`src/rtl/vga_timing_pkg.sv`:
```
// Shared timing constants, sync-flag type and blank-word helper for vga_timing_gen.
package vga_timing_pkg;

  localparam int VGA1440_H_ACTIVE = 1440;
  localparam int VGA1440_H_FP     = 80;
  localparam int VGA1440_H_SYNC   = 107;
  localparam int VGA1440_H_BP     = 277;
  localparam int VGA1440_V_ACTIVE = 900;
  localparam int VGA1440_V_FP     = 1;
  localparam int VGA1440_V_SYNC   = 3;
  localparam int VGA1440_V_BP     = 28;

  localparam int VGA640_H_ACTIVE  = 640;
  localparam int VGA640_H_FP      = 16;
  localparam int VGA640_H_SYNC    = 96;
  localparam int VGA640_H_BP      = 48;
  localparam int VGA640_V_ACTIVE  = 480;
  localparam int VGA640_V_FP      = 10;
  localparam int VGA640_V_SYNC    = 2;
  localparam int VGA640_V_BP      = 33;

  typedef struct packed {
    logic de;
    logic hs;
    logic vs;
  } vga_sync_t;

  // Blanking flags for the 1440x900 polarities (hsync active-low, vsync active-high).
  localparam vga_sync_t VGA_BLANK_SYNC_DEFAULT = '{de: 1'b0, hs: 1'b1, vs: 1'b0};

  function automatic vga_sync_t vga_blank_sync(input logic hs_pol, input logic vs_pol);
    vga_sync_t b;
    b.de = 1'b0;
    b.hs = ~hs_pol;
    b.vs = ~vs_pol;
    return b;
  endfunction

endpackage

```
`src/rtl/vga_delay_line.sv`:
```
// Enable-gated shift register of DEPTH stages; synchronous reset loads every stage with RST_VAL.
module vga_delay_line #(
  parameter int              WIDTH   = 8,
  parameter int              DEPTH   = 2,
  parameter logic [WIDTH-1:0] RST_VAL = '0
) (
  input  logic             clk_i,
  input  logic             rst_i,
  input  logic             en_i,
  input  logic [WIDTH-1:0] d_i,
  output logic [WIDTH-1:0] q_o
);

  if (DEPTH == 0) begin : g_bypass
    assign q_o = d_i;
  end else begin : g_stages
    logic [WIDTH-1:0] stage_q [DEPTH];

    always_ff @(posedge clk_i) begin
      if (rst_i) begin
        for (int i = 0; i < DEPTH; i++) stage_q[i] <= RST_VAL;
      end else if (en_i) begin
        stage_q[0] <= d_i;
        for (int i = 1; i < DEPTH; i++) stage_q[i] <= stage_q[i-1];
      end
    end

    assign q_o = stage_q[DEPTH-1];
  end

endmodule

```
`src/rtl/vga_timing_gen.sv`:
```
// Parametrised VGA timing generator: leading fetch pointer, runtime hsync shift, line/frame strobes.
// Define VGA_TIMING_FRAME_CNT_EN to build the 16-bit frame counter; otherwise frame_count is 0.
module vga_timing_gen
  import vga_timing_pkg::*;
#(
  parameter int   H_ACTIVE  = VGA1440_H_ACTIVE,
  parameter int   H_FP      = VGA1440_H_FP,
  parameter int   H_SYNC    = VGA1440_H_SYNC,
  parameter int   H_BP      = VGA1440_H_BP,
  parameter int   V_ACTIVE  = VGA1440_V_ACTIVE,
  parameter int   V_FP      = VGA1440_V_FP,
  parameter int   V_SYNC    = VGA1440_V_SYNC,
  parameter int   V_BP      = VGA1440_V_BP,
  parameter logic HSYNC_POL = 1'b0,
  parameter logic VSYNC_POL = 1'b1,
  parameter int   LEAD      = 2,
  localparam int  H_TOTAL   = H_ACTIVE + H_FP + H_SYNC + H_BP,
  localparam int  V_TOTAL   = V_ACTIVE + V_FP + V_SYNC + V_BP,
  localparam int  HW        = $clog2(H_TOTAL),
  localparam int  VW        = $clog2(V_TOTAL)
) (
  input  logic          clk,
  input  logic          rst,
  input  logic          en,
  input  logic [HW-1:0] h_shift,
  output logic [HW-1:0] fetch_x,
  output logic [VW-1:0] fetch_y,
  output logic          fetch_valid,
  output logic [HW-1:0] x,
  output logic [VW-1:0] y,
  output logic          de,
  output logic          hsync,
  output logic          vsync,
  output logic          line_start,
  output logic          frame_start,
  output logic [15:0]   frame_count
);

  typedef struct packed {
    logic          vld;
    logic [HW-1:0] hc;
    logic [VW-1:0] vc;
    vga_sync_t     sync;
  } word_t;

  localparam int    WORD_W     = $bits(word_t);
  localparam word_t BLANK_WORD = '{vld: 1'b0, hc: '0, vc: '0,
                                   sync: vga_blank_sync(HSYNC_POL, VSYNC_POL)};

  localparam logic [HW-1:0] H_LAST   = HW'(H_TOTAL - 1);
  localparam logic [VW-1:0] V_LAST   = VW'(V_TOTAL - 1);
  localparam logic [HW-1:0] H_ACT    = HW'(H_ACTIVE);
  localparam logic [VW-1:0] V_ACT    = VW'(V_ACTIVE);
  localparam logic [HW-1:0] S_MAX    = HW'(H_FP);
  localparam logic [HW:0]   HS_BEGIN = (HW+1)'(H_ACTIVE + H_FP);
  localparam logic [HW:0]   HS_END   = (HW+1)'(H_ACTIVE + H_FP + H_SYNC);
  localparam logic [VW:0]   VS_BEGIN = (VW+1)'(V_ACTIVE + V_FP);
  localparam logic [VW:0]   VS_END   = (VW+1)'(V_ACTIVE + V_FP + V_SYNC);

  logic [HW-1:0] hc_q, hc_d;
  logic [VW-1:0] vc_q, vc_d;
  logic [HW-1:0] s_q, s_d;
  word_t         fetch_word, pipe_word, out_q, out_d;
  logic [WORD_W-1:0] pipe_raw;
  logic [HW:0]   hs_lo, hs_hi;
  logic          hs_on, vs_on;
  logic          line_q, line_d, frame_q, frame_d;

  // The shift is only picked up on the very last pixel so a frame never sees two sync positions.
  always_comb begin
    hc_d = hc_q;
    vc_d = vc_q;
    s_d  = s_q;
    if (en) begin
      if (hc_q == H_LAST) begin
        hc_d = '0;
        if (vc_q == V_LAST) begin
          vc_d = '0;
          s_d  = (h_shift > S_MAX) ? S_MAX : h_shift;
        end else begin
          vc_d = vc_q + VW'(1);
        end
      end else begin
        hc_d = hc_q + HW'(1);
      end
    end
  end

  always_ff @(posedge clk) begin
    if (rst) begin
      hc_q <= '0;
      vc_q <= '0;
      s_q  <= '0;
    end else begin
      hc_q <= hc_d;
      vc_q <= vc_d;
      s_q  <= s_d;
    end
  end

  assign fetch_x     = hc_q;
  assign fetch_y     = vc_q;
  assign fetch_valid = (hc_q < H_ACT) && (vc_q < V_ACT);

  always_comb begin
    hs_lo = HS_BEGIN - {1'b0, s_q};
    hs_hi = HS_END - {1'b0, s_q};
    hs_on = ({1'b0, hc_q} >= hs_lo) && ({1'b0, hc_q} < hs_hi);
    vs_on = ({1'b0, vc_q} >= VS_BEGIN) && ({1'b0, vc_q} < VS_END);
    fetch_word.vld     = 1'b1;
    fetch_word.hc      = hc_q;
    fetch_word.vc      = vc_q;
    fetch_word.sync.de = fetch_valid;
    fetch_word.sync.hs = hs_on ? HSYNC_POL : ~HSYNC_POL;
    fetch_word.sync.vs = vs_on ? VSYNC_POL : ~VSYNC_POL;
  end

  // LEAD-1 stages here plus the output register below give the full LEAD en-cycle lag.
  vga_delay_line #(
    .WIDTH   (WORD_W),
    .DEPTH   (LEAD - 1),
    .RST_VAL (BLANK_WORD)
  ) u_delay (
    .clk_i (clk),
    .rst_i (rst),
    .en_i  (en),
    .d_i   (fetch_word),
    .q_o   (pipe_raw)
  );

  assign pipe_word = word_t'(pipe_raw);

  // Strobes fire only when a real (non-blank) word with column 0 enters the output stage.
  always_comb begin
    out_d   = en ? pipe_word : out_q;
    line_d  = en && pipe_word.vld && (pipe_word.hc == '0);
    frame_d = line_d && (pipe_word.vc == '0);
  end

  always_ff @(posedge clk) begin
    if (rst) begin
      out_q   <= BLANK_WORD;
      line_q  <= 1'b0;
      frame_q <= 1'b0;
    end else begin
      out_q   <= out_d;
      line_q  <= line_d;
      frame_q <= frame_d;
    end
  end

  assign x           = out_q.hc;
  assign y           = out_q.vc;
  assign de          = out_q.vld & out_q.sync.de;
  assign hsync       = out_q.sync.hs;
  assign vsync       = out_q.sync.vs;
  assign line_start  = line_q;
  assign frame_start = frame_q;

`ifdef VGA_TIMING_FRAME_CNT_EN
  logic [15:0] frame_cnt_q;

  always_ff @(posedge clk) begin
    if (rst) begin
      frame_cnt_q <= '0;
    end else if (frame_d) begin
      frame_cnt_q <= frame_cnt_q + 16'd1;
    end
  end

  assign frame_count = frame_cnt_q;
`else
  assign frame_count = 16'd0;
`endif

endmodule
```
`config.mk`:
```
export PLATFORM = sky130hd
export DESIGN_NAME = vga_timing_gen
export DESIGN_NICKNAME = d
export VERILOG_FILES = /design/src/rtl/vga_timing_pkg.sv /design/src/rtl/vga_delay_line.sv /design/src/rtl/vga_timing_gen.sv
export SDC_FILE = /design/constraint.sdc
export NUM_CORES = 1
export LEC_CHECK = 0
export ABC_AREA = 1
export CAP_MARGIN = 30
export CORE_ASPECT_RATIO = 1.25
export CORE_MARGIN = 1
export CORE_UTILIZATION = 30
export DETAILED_ROUTE_END_ITERATION = 12
export SLEW_MARGIN = 20
export SYNTH_ARGS = -nofsm -noshare
export SYNTH_HDL_FRONTEND = slang
export SYNTH_SLANG_ARGS = --single-unit
```
`constraint.sdc`:
```
create_clock -name clk -period 2 [get_ports clk]
set_clock_uncertainty 0.05 [all_clocks]
set_input_delay 0.3 -clock clk [delete_from_list [all_inputs] [get_ports clk]]
set_output_delay 0.3 -clock clk [all_outputs]
set_load 0.05 [all_outputs]
```
==> reports/qor.txt, run 1 <==
Status -> finished with violations
Failing checks -> setup timing
Post-synth cell types -> 42
Top cell type's share of synthesized area -> 24.6%
Most frequent cells in the layout -> 102 x nand2_1, 70 x nor2_1, 70 x buf_4
Core Region -> 0.0156 sq mm
Worst Setup Start Kind -> register
Synth-to-Final Area Change -> 26.9%
CP top delay family -> simple AND/OR/NAND/NOR gates
Multiplexer share of the synthesized area -> 0%
CTS H-tree depth -> 3
Pin count of the biggest net entering global routing -> 28
Initial drt markers -> 277
Clk_lat worst skew -> 0.34 ns
Via-per-instance ratio -> 4.37
Largest family of logic cells by synthesized area -> simple AND/OR/NAND/NOR gates
Worst IR Drop VDD -> 0.384 mV
Post-synthesis adder-cell area fraction -> 7.54%
Crit path buffers/inverters -> 3
Compound-Gate Fraction of Synth Area -> 8.71%
Hold Buf Count CTS -> 0
Total CTS buffers -> 9
Setup slack at placement -> -0.130 ns
Nets -> 713
Grt ovf -> 0
Sequential area share after synthesis -> 40.2%
# rows -> 51
Yosys Warn Count -> 0
Mapped Cells -> 593
Worst Hold Class -> reg -> reg
Design area -> 0.00611 sq mm
Sinks on Clock Net -> 84
Synth Area in Simple Gates -> 23.8%
Initial DRT Pass Iterations -> 4
#FFs+latches synth -> 84
Most common cell after layout, fill and taps aside -> nand2_1
Tot Pwr -> 3.96 mW
Rel. slew slack -> 65.9%
Placed insts -> 867
Util after Layout -> 39.1%
WP data arrival -> 2.12 ns
Largest stage delay on the critical path -> 0.37 ns
Starting Density -> 30.8%
Post-Syn Area -> 0.00481 sq mm
Port bufs -> 61
Top cell by count, worst path -> nand2_1
Clk pwr share -> 45.6%
Top cells by area, synth -> dfxtp_1 25%, edfxtp_1 16%, buf_4 9.1%, nand2_1 8.1%, ha_1 7.5%
RSZ-0062 raised after global routing -> true
Critical Path RT -> 2.05 ns
Remaining antenna violation count -> 0
Cell Pwr Density -> 648 mW/mm^2
Via count -> 3,879
Fin crit period -> 2.07 ns
Switching power -> 928 uW
Maxcap violations -> 0
Worst-path cell chain -> inv_1 -> buf_4 -> nand2_1 -> nand2_1 -> inv_1 -> nand3_1 -> xor2_1 -> ha_1 -> nand4_1 -> nor2_1 -> nand3_1 -> nand4_1 -> nand2_1
Tightest Pin Transition -> 0.510 ns
Sw Ratio -> 23.5%
Slowest CP cell -> dfxtp_2
Leak -> 2.62 nW
Fin Setup TNS -> -0.0677 ns
Die width -> 115 um
Layout cells sized above 1 -> 20.0%
Routability cong. -> 0.874
I/O pins -> 78
Final WS setup -> -0.0677 ns
Final setup vio count -> 1
CP endpoint kind -> register
DRC -> 0
TritonCTS clock tree -> built
Maximum root-to-sink buffer count -> 2
Non-Filler Instances -> 887
Slew Limit Fails -> 0
F_max -> 0.484 GHz
Flop2flop setup slack -> -0.07 ns
Root Driver -> clkbuf_16
Combinational Power Share -> 8.6%
Reg power frac -> 45.8%
Wire per inst -> 11.7 um
Dpl hpwl -> 8.19 mm
GRT Total Usage -> 13.6%
Synth area leader -> dfxtp_1
Tcrit/Tclk final -> 103%
Vias in the first global route -> 3,642
Final Hold Vio Count -> 0
Placed inst area -> 0.00568 sq mm
First-pass GRT wire length -> 17.4 mm
Pint -> 3.03 mW
Initial antenna violation count -> 0
Synth Area in XOR/XNOR -> 3.46%
Detailed Route WL -> 10.4 mm
Max FO, Critical Path -> 4
Synth Area per Inst -> 8.11 sq um
Worst hold margin -> 0.402 ns
Number of diodes -> 0
Clock transition at path regs -> 0.06 ns
Path type of the worst setup path -> reg -> reg
Die area -> 0.0165 sq mm
Die height -> 144 um
-- cell usage after synthesis (all sizes together) --
cell type,count
clkbuf,3
nand4,17
a21o,1
nor4,4
nor2,76
nand3,25
a21oi,26
xnor2,1
nor3b,4
edfxtp,25
and3,1
o22a,1
o211ai,2
inv,75
o21ai,32
conb,1
nand3b,3
nor3,8
a221oi,1
nand2,106
buf,66
o22ai,1
o21a,1
dfxtp,59
ha,29
xor2,18
o21bai,1
a22o,6
-- layout make-up --
class	instances	area, sq um
Fill cell	1563	9530
Tap cell	212	265
Clock inverter	4	72.6
Timing Repair Buffer	120	1070
Inverter	75	282
Multi-Input combinational cell	380	2220
Sequential cell	84	1950
Clock buffer	12	246
-- cells by family after synthesis --
| logic type | after synthesis |
|---|---|
| other | 1 |
| buffers and inverters | 144 |
| AOI/OAI and AO/OA | 72 |
| DFF | 84 |
| and+or+nand+nor | 244 |
| xor gates and xnor gates | 19 |
| adders and majority gates | 29 |
-- worst paths after layout --
check | startpoint | end | cells past startpoint
worst max-delay path | s_q[3] | u_delay.g_stages.stage_q[0][1] | 13
worst min-delay path | y[5] | y[5] | 2
worst max register to register | s_q[3] | u_delay.g_stages.stage_q[0][1] | 13
worst min register to register | y[5] | y[5] | 2
-- power by group through the flow --
| stage | Combinational [mW] | Clock [mW] | Sequential (mW) |
|---|---|---|---|
| 2_1_floorplan | 0.265 | 0 | 1.85 |
| 3_3_place_gp | 0.341 | 0 | 1.85 |
| 3_5_place_dp | 0.343 | 0 | 1.85 |
| 4_1_cts | 0.344 | 1.85 | 1.81 |
| 5_1_grt | 0.367 | 1.93 | 1.81 |
| 6_report | 0.340 | 1.81 | 1.81 |
-- metal layers --
metal  share of wire, %  vias up  GRT usage, %  wire length [um]
li1                   -     2019             -                 -
met1                 46     1733          16.9              4750
met2                 48      108          22.8              4990
met3                3.8       19          2.15               392
met4                2.7        0          6.29               276
met5                  0        -             0                 0
-- sequential cells by signal (all words and copies together) (netlist names), 2 cells and up --
name	count
fetch_x	11
u_delay.g_stages.stage_q	25
y	10
s_q	11
fetch_y	10
out_q	2
x	11
-- worst min-delay path, delay by kind of cell (launching register included) --
kind	cells	cell delay, ns
DFF	1	0.31
and+or+nand+nor	2	0.10
-- repair_timing --
item,4_1_cts,5_1_grt
resized for setup,7,22
buffers inserted,0,4
endpoints found under the setup margin,1,5
pin swaps,2,3
Power figures use the tool's default switching activity.
==> run 2, diff against run 1 <==
CORE_UTILIZATION = 49   (was 30)
GPL_TIMING_DRIVEN = 0   (was unset)
PLACE_DENSITY = 0.77   (was unset)
==> run 2 against run 1 <==
The run still ends with setup timing left. First-iteration DRC count decreased by 28%. Critical path depth unchanged. Fmax down 4.8%. Final cell count decreased by 7.9%. Non-clock buffer count increased by 15. Die area shrank 38%. Combinational power rose by 7.1%. Global-route usage up 7.0 points. Setup slack worse by 0.10 ns. Largest power group unchanged. Highest routed layer unchanged. Count of clock-buffer cells in the layout down 2.
==> reports/qor.txt, run 2 (synthesis results as in run 1) <==
Rel. slew slack -> 66.3% (+0.45 points)
Port bufs -> 61 (unchanged)
CP top delay family -> adder cells
Starting Density -> 50.3% (+20 points)
Via-per-instance ratio -> 4.94 (+13%)
Nets -> 729 (+2.2%)
Synth-to-Final Area Change -> 26.6%
Cell Pwr Density -> 625 mW/mm^2 (-3.5%)
Status -> finished with violations
Via count -> 4,035 (+4.0%)
Clk_lat worst skew -> 0.34 ns (about the same)
Worst IR Drop VDD -> 0.405 mV (+5.3%)
Final Hold Vio Count -> 0 (unchanged)
DRC -> 0 (unchanged)
Leak -> 2.73 nW (+4.3%)
Final WS setup -> -0.172 ns (-0.105 ns)
Number of diodes -> 0 (unchanged)
Sinks on Clock Net -> 84 (unchanged)
Initial DRT Pass Iterations -> 8 (+4)
Worst Hold Class -> reg -> reg
Slew Limit Fails -> 0 (unchanged)
Reg with most FFs -> u_delay.g_stages.stage_q
Maxcap violations -> 0 (unchanged)
Vias in the first global route -> 3,774 (+3.6%)
I/O pins -> 78 (unchanged)
Root Driver -> clkbuf_16
CP endpoint kind -> register
RSZ-0062 raised after global routing -> true
First-pass GRT wire length -> 16.6 mm (-4.1%)
Maximum root-to-sink buffer count -> 2 (unchanged)
Fin crit period -> 2.17 ns (+0.105 ns)
Clock transition at path regs -> 0.06 ns (about the same)
Core Region -> 0.00956 sq mm (-39%)
# rows -> 40 (-22%)
GRT Total Usage -> 20.5% (+7.0 points)
Tcrit/Tclk final -> 109% (+5.2 points)
WP data arrival -> 2.21 ns (+0.09 ns)
Non-Filler Instances -> 817 (-7.9%)
Wire per inst -> 12.5 um (+6.6%)
Max FO, Critical Path -> 5 (+1)
Critical Path RT -> 2.04 ns (about the same)
Worst hold margin -> 0.405 ns (+0.00326 ns)
Tightest Pin Transition -> 0.503 ns (-0.00674 ns)
Placed inst area -> 0.00566 sq mm (-0.37%)
Top cell by count, worst path -> nand2_1
Design area -> 0.00609 sq mm (-0.27%)
TritonCTS clock tree -> built
R2R depth -> 13 (unchanged)
Worst Setup Start Kind -> register
Path type of the worst setup path -> reg -> reg
WP depth -> 13 (unchanged)
Die width -> 90.6 um (-21%)
Detailed Route WL -> 10.2 mm (-1.8%)
Die area -> 0.0102 sq mm (-38%)
Layout cells sized above 1 -> 20.8% (+0.84 points)
Most common cell after layout, fill and taps aside -> nand2_1
Slowest CP cell -> dfxtp_4
Largest stage delay on the critical path -> 0.38 ns (about the same)
Worst-path cell chain -> ha_4 -> a21oi_4 -> nor2_1 -> nor2_1 -> a21oi_1 -> xor2_1 -> ha_1 -> inv_2 -> o21bai_1 -> nand2_1 -> nand2_1 -> a21oi_2 -> nand2_1
Most frequent cells in the layout -> 100 x nand2_1, 69 x nor2_1, 66 x inv_1
Failing checks -> setup timing
Largest register FFs -> 25 (unchanged)
Initial antenna violation count -> 0 (unchanged)
Grt ovf -> 0 (unchanged)
CTS H-tree depth -> 3 (unchanged)
Setup slack at placement -> -0.355 ns (-0.225 ns)
Crit path buffers/inverters -> 1 (-2)
Die height -> 113 um (-21%)
Final setup vio count -> 1 (unchanged)
Remaining antenna violation count -> 0 (unchanged)
Dpl hpwl -> 7.58 mm (-7.4%)
Total CTS buffers -> 9 (unchanged)
Initial drt markers -> 199 (-28%)
Routability cong. -> 0.945 (+8.2%)
Placed insts -> 795 (-8.3%)
F_max -> 0.460 GHz (-4.8%)
Pin count of the biggest net entering global routing -> 16 (-43%)
Fin Setup TNS -> -0.172 ns (-0.105 ns)
Min-Delay Path Depth -> 2 (unchanged)
-- run 2: power breakdown --
group / total, mW / switching [mW] / leakage (nW) / internal (mW)
clock: 1.63 / 0.665 / 0.143 / 0.969
sequential: 1.81 / 0.0211 / 0.759 / 1.79
combinational: 0.364 / 0.238 / 1.83 / 0.125
-- run 2: repair_timing --
action                                 CTS  global route
pin swaps                                7             4
setup buffers                            5             0
setup endpoints to repair               47             7
hold buffers                             0             0
endpoints found under the hold margin    0             0
gates cloned                             1             0
resized for setup                       46            22
-- run 2: through the flow --
step           util, %  power [mW]
4_1_cts           63.2        3.84
5_1_grt           63.7        3.95
3_5_place_dp      59.2        2.21
6_report          63.7        3.81
2_1_floorplan        -        2.11
3_3_place_gp      59.2        2.20
-- run 2: final cells by class --
cell class	count	area [sq um]
clock buffers	10	229
well taps	126	158
repair inverters	1	7.51
inverters	75	288
fillers	799	3470
plain buffers	69	507
multi-input cells	380	2260
clock inverters	6	65.1
repair buffers	66	628
flip-flops and latches	84	1950
-- run 2: layer usage --
layer,vias to the layer above,GRT usage (%),share of wire (%),wire (um)
met5,-,0,0,0
met4,0,11.0,2.9,299
met3,27,4.17,4.8,488
met2,127,36.6,52,5280
met1,1832,23.0,41,4150
li1,2049,-,-,-
-- run 2: path summary, 6_finish.rpt --
check	startpoint	endpoint	slack, ns
max	s_q[2]	u_delay.g_stages.stage_q[0][1]	-0.17
min	y[2]	y[2]	0.41
max reg2reg	s_q[2]	u_delay.g_stages.stage_q[0][1]	-0.17
min reg2reg	y[2]	y[2]	0.41
-- run 2: tightest hold or removal path, cell delays in order (launching register included) --
cell and delay [ns]:
dfxtp_1 0.31, nand2_1 0.06, nand2_1 0.05
==> variant, RTL diff (settings of run 1) <==
Set the parameter `HSYNC_POL` to 1'b1 (it was 1'b0).
--- a/src/rtl/vga_timing_gen.sv
+++ b/src/rtl/vga_timing_gen.sv
@@ -13,3 +13,3 @@
   parameter int   V_BP      = VGA1440_V_BP,
-  parameter logic HSYNC_POL = 1'b0,
+  parameter logic HSYNC_POL = 1'b1,
   parameter logic VSYNC_POL = 1'b1,
Behaviour: not the same (Yosys sat finds a counterexample within 4 cycles, from zero or initial values and one cycle with rst high).
==> variant against run 1 <==
The run still ends with negative setup slack left; first-iteration DRC count down 37%; worst setup slack worse by 0.044 ns; worst hold slack worse by 0.010 ns; design area down 2.7%; synthesized area down 4.0%; sequential cell count unchanged; global-route usage up 0.97 points; non-clock buffer count down 11; total power down 1.3%; routed wire length up 5.7%; critical endpoint is now u_delay.g_stages.stage_q[0][1].
==> variant: results (changes against run 1) <==
status:
  status: "finished with violations"
  failed_checks: "negative setup slack"
drt:
  detail_route.wirelength_um: 11000  # +5.7%
  first_pass_iters: 6  # +2
clock_tree:
  clockBufferDepth: 2  # unchanged
timing:
  setup_tns_ns: -0.112  # -0.0443 ns
  worst_slack_ns: -0.112  # -0.0443 ns
  slew_headroom_pct: 65.0  # -0.92 points
  setup_violations: 1  # unchanged
power_and_ir_drop:
  ir_drop_v: 0.000304  # -21%
  p_sw_share_pct: 24.7  # +1.2 points
  leakage_nw: 2.62  # +0.11%
layout:
  fillers: 1551  # -0.77%
  fin_nets: 706  # -0.98%
  fin_area_um2: 5940  # -2.7%
  final_layout_size_suffix_gt1_share_pct: 18.9  # -1.1 points
yosys:
  synth.distinct_cells: 36  # -14%
  synth_area_leaders: "dfxtp_1 (26%), edfxtp_1 (16%), nand2_1 (8.0%)"
  synth_commonest_cells: "nand2_1 (99), inv_1 (69), nor2_1 (63)"
  synthXorXnorAreaFrac_pct: 3.60  # +0.14 points
  seq_area_frac_synth_pct: 41.8  # +1.7 points
  async_flop_share_pct: 0  # unchanged
  synth_compound_area_share_pct: 7.02  # -1.7 points
  synth_fa_ha_area_share_pct: 7.86  # +0.31 points
grt:
  grt_pass1_wl_um: 18300  # +5.5%
  grt_usage_pct: 14.5  # +0.97 points
  grt_pass1_vias: 3893  # +6.9%
hold_path:
  whs_endpoint: "vsync"
  hold_path_class: "reg2reg"
  min_from: "u_delay.g_stages.stage_q[0][0]"
setup_path:
  arrival_ns: 2.16  # +0.04 ns
  r2r-start: "s_q[0]"
  r2r_end: "u_delay.g_stages.stage_q[0][1]"
  crit_fanout: 3  # -1
place:
  placement.cell_area_um2: 5580  # -1.8%
==> variant: metal layers <==
layer	vias up	part of all wire (%)	track usage, %
li1	2011	-	-
met1	1782	45	17.5
met2	98	49	24.9
met3	20	3.6	2.19
met4	0	2.7	7.83
met5	-	0	0
==> variant: worst max path at each step <==
stage	startpoint	endpoint	slack (ns)	cells past startpoint
floorplan	s_q[2]	u_delay.g_stages.stage_q[0][1]	-0.02	13
global placement	s_q[4]	u_delay.g_stages.stage_q[0][1]	-0.12	12
detailed placement	s_q[1]	u_delay.g_stages.stage_q[0][1]	-0.17	14
CTS	s_q[2]	u_delay.g_stages.stage_q[0][1]	-0.11	14
global route	s_q[2]	u_delay.g_stages.stage_q[0][1]	-0.27	14
finish	s_q[0]	u_delay.g_stages.stage_q[0][1]	-0.11	13
==> variant: stage by stage <==
stage | setup WS [ns] | std cells | power [mW] | hold WS, ns
3_5_place_dp | -0.168 | 834 | 2.20 | 0.382
5_1_grt | -0.274 | 850 | 4.06 | 0.413
2_1_floorplan | -0.0183 | 595 | 2.12 | 0.362
6_report | -0.112 | 850 | 3.91 | 0.392
4_1_cts | -0.115 | 850 | 3.96 | 0.395
3_3_place_gp | -0.124 | 834 | 2.19 | 0.377
==> variant: power by group through the flow <==
stage                     registers, mW  logic [mW]  clock network [mW]
final                              1.81       0.344                1.75
after global routing               1.82       0.369                1.87
after CTS                          1.81       0.347                1.80
after detailed placement           1.85       0.346                   0
after global placement             1.85       0.342                   0
after floorplan                    1.86       0.257                   0
==> variant: cell families after synthesis <==
group / count (synthesis)
AO/OA/AOI/OAI: 62
XOR/XNOR: 19
adder cells (fa/ha/maj): 29
buffers and inverters: 128
flip-flops: 84
other: 1
AND/OR/NAND/NOR: 257
==> variant: layout make-up <==
class / instances / share of cell area, %
multi-input cells: 383 / 36.8
clock buffers: 10 / 4.21
inverters: 76 / 4.80
clock inverters: 6 / 1.16
well taps: 182 / 3.83
repair buffers: 109 / 16.5
flip-flops and latches: 84 / 32.7
==> variant: critical path, stage by stage (launching register included) <==
cell,delay (ns)
dfxtp_2,0.34
nor3_2,0.19
nand2_1,0.07
nand2_1,0.08
inv_1,0.05
nand3_1,0.07
xor2_1,0.16
ha_1,0.29
a21oi_2,0.14
o21ai_0,0.12
nand3_1,0.10
nand4_1,0.09
nand2_1,0.08
inv_1,0.03
==> variant: what timing repair did <==
item / CTS / global route
setup buffers: 0 / 0
pin swaps: 7 / 0
cloned: 0 / 0
gates resized for setup: 6 / 9
setup endpoints to repair: 1 / 10
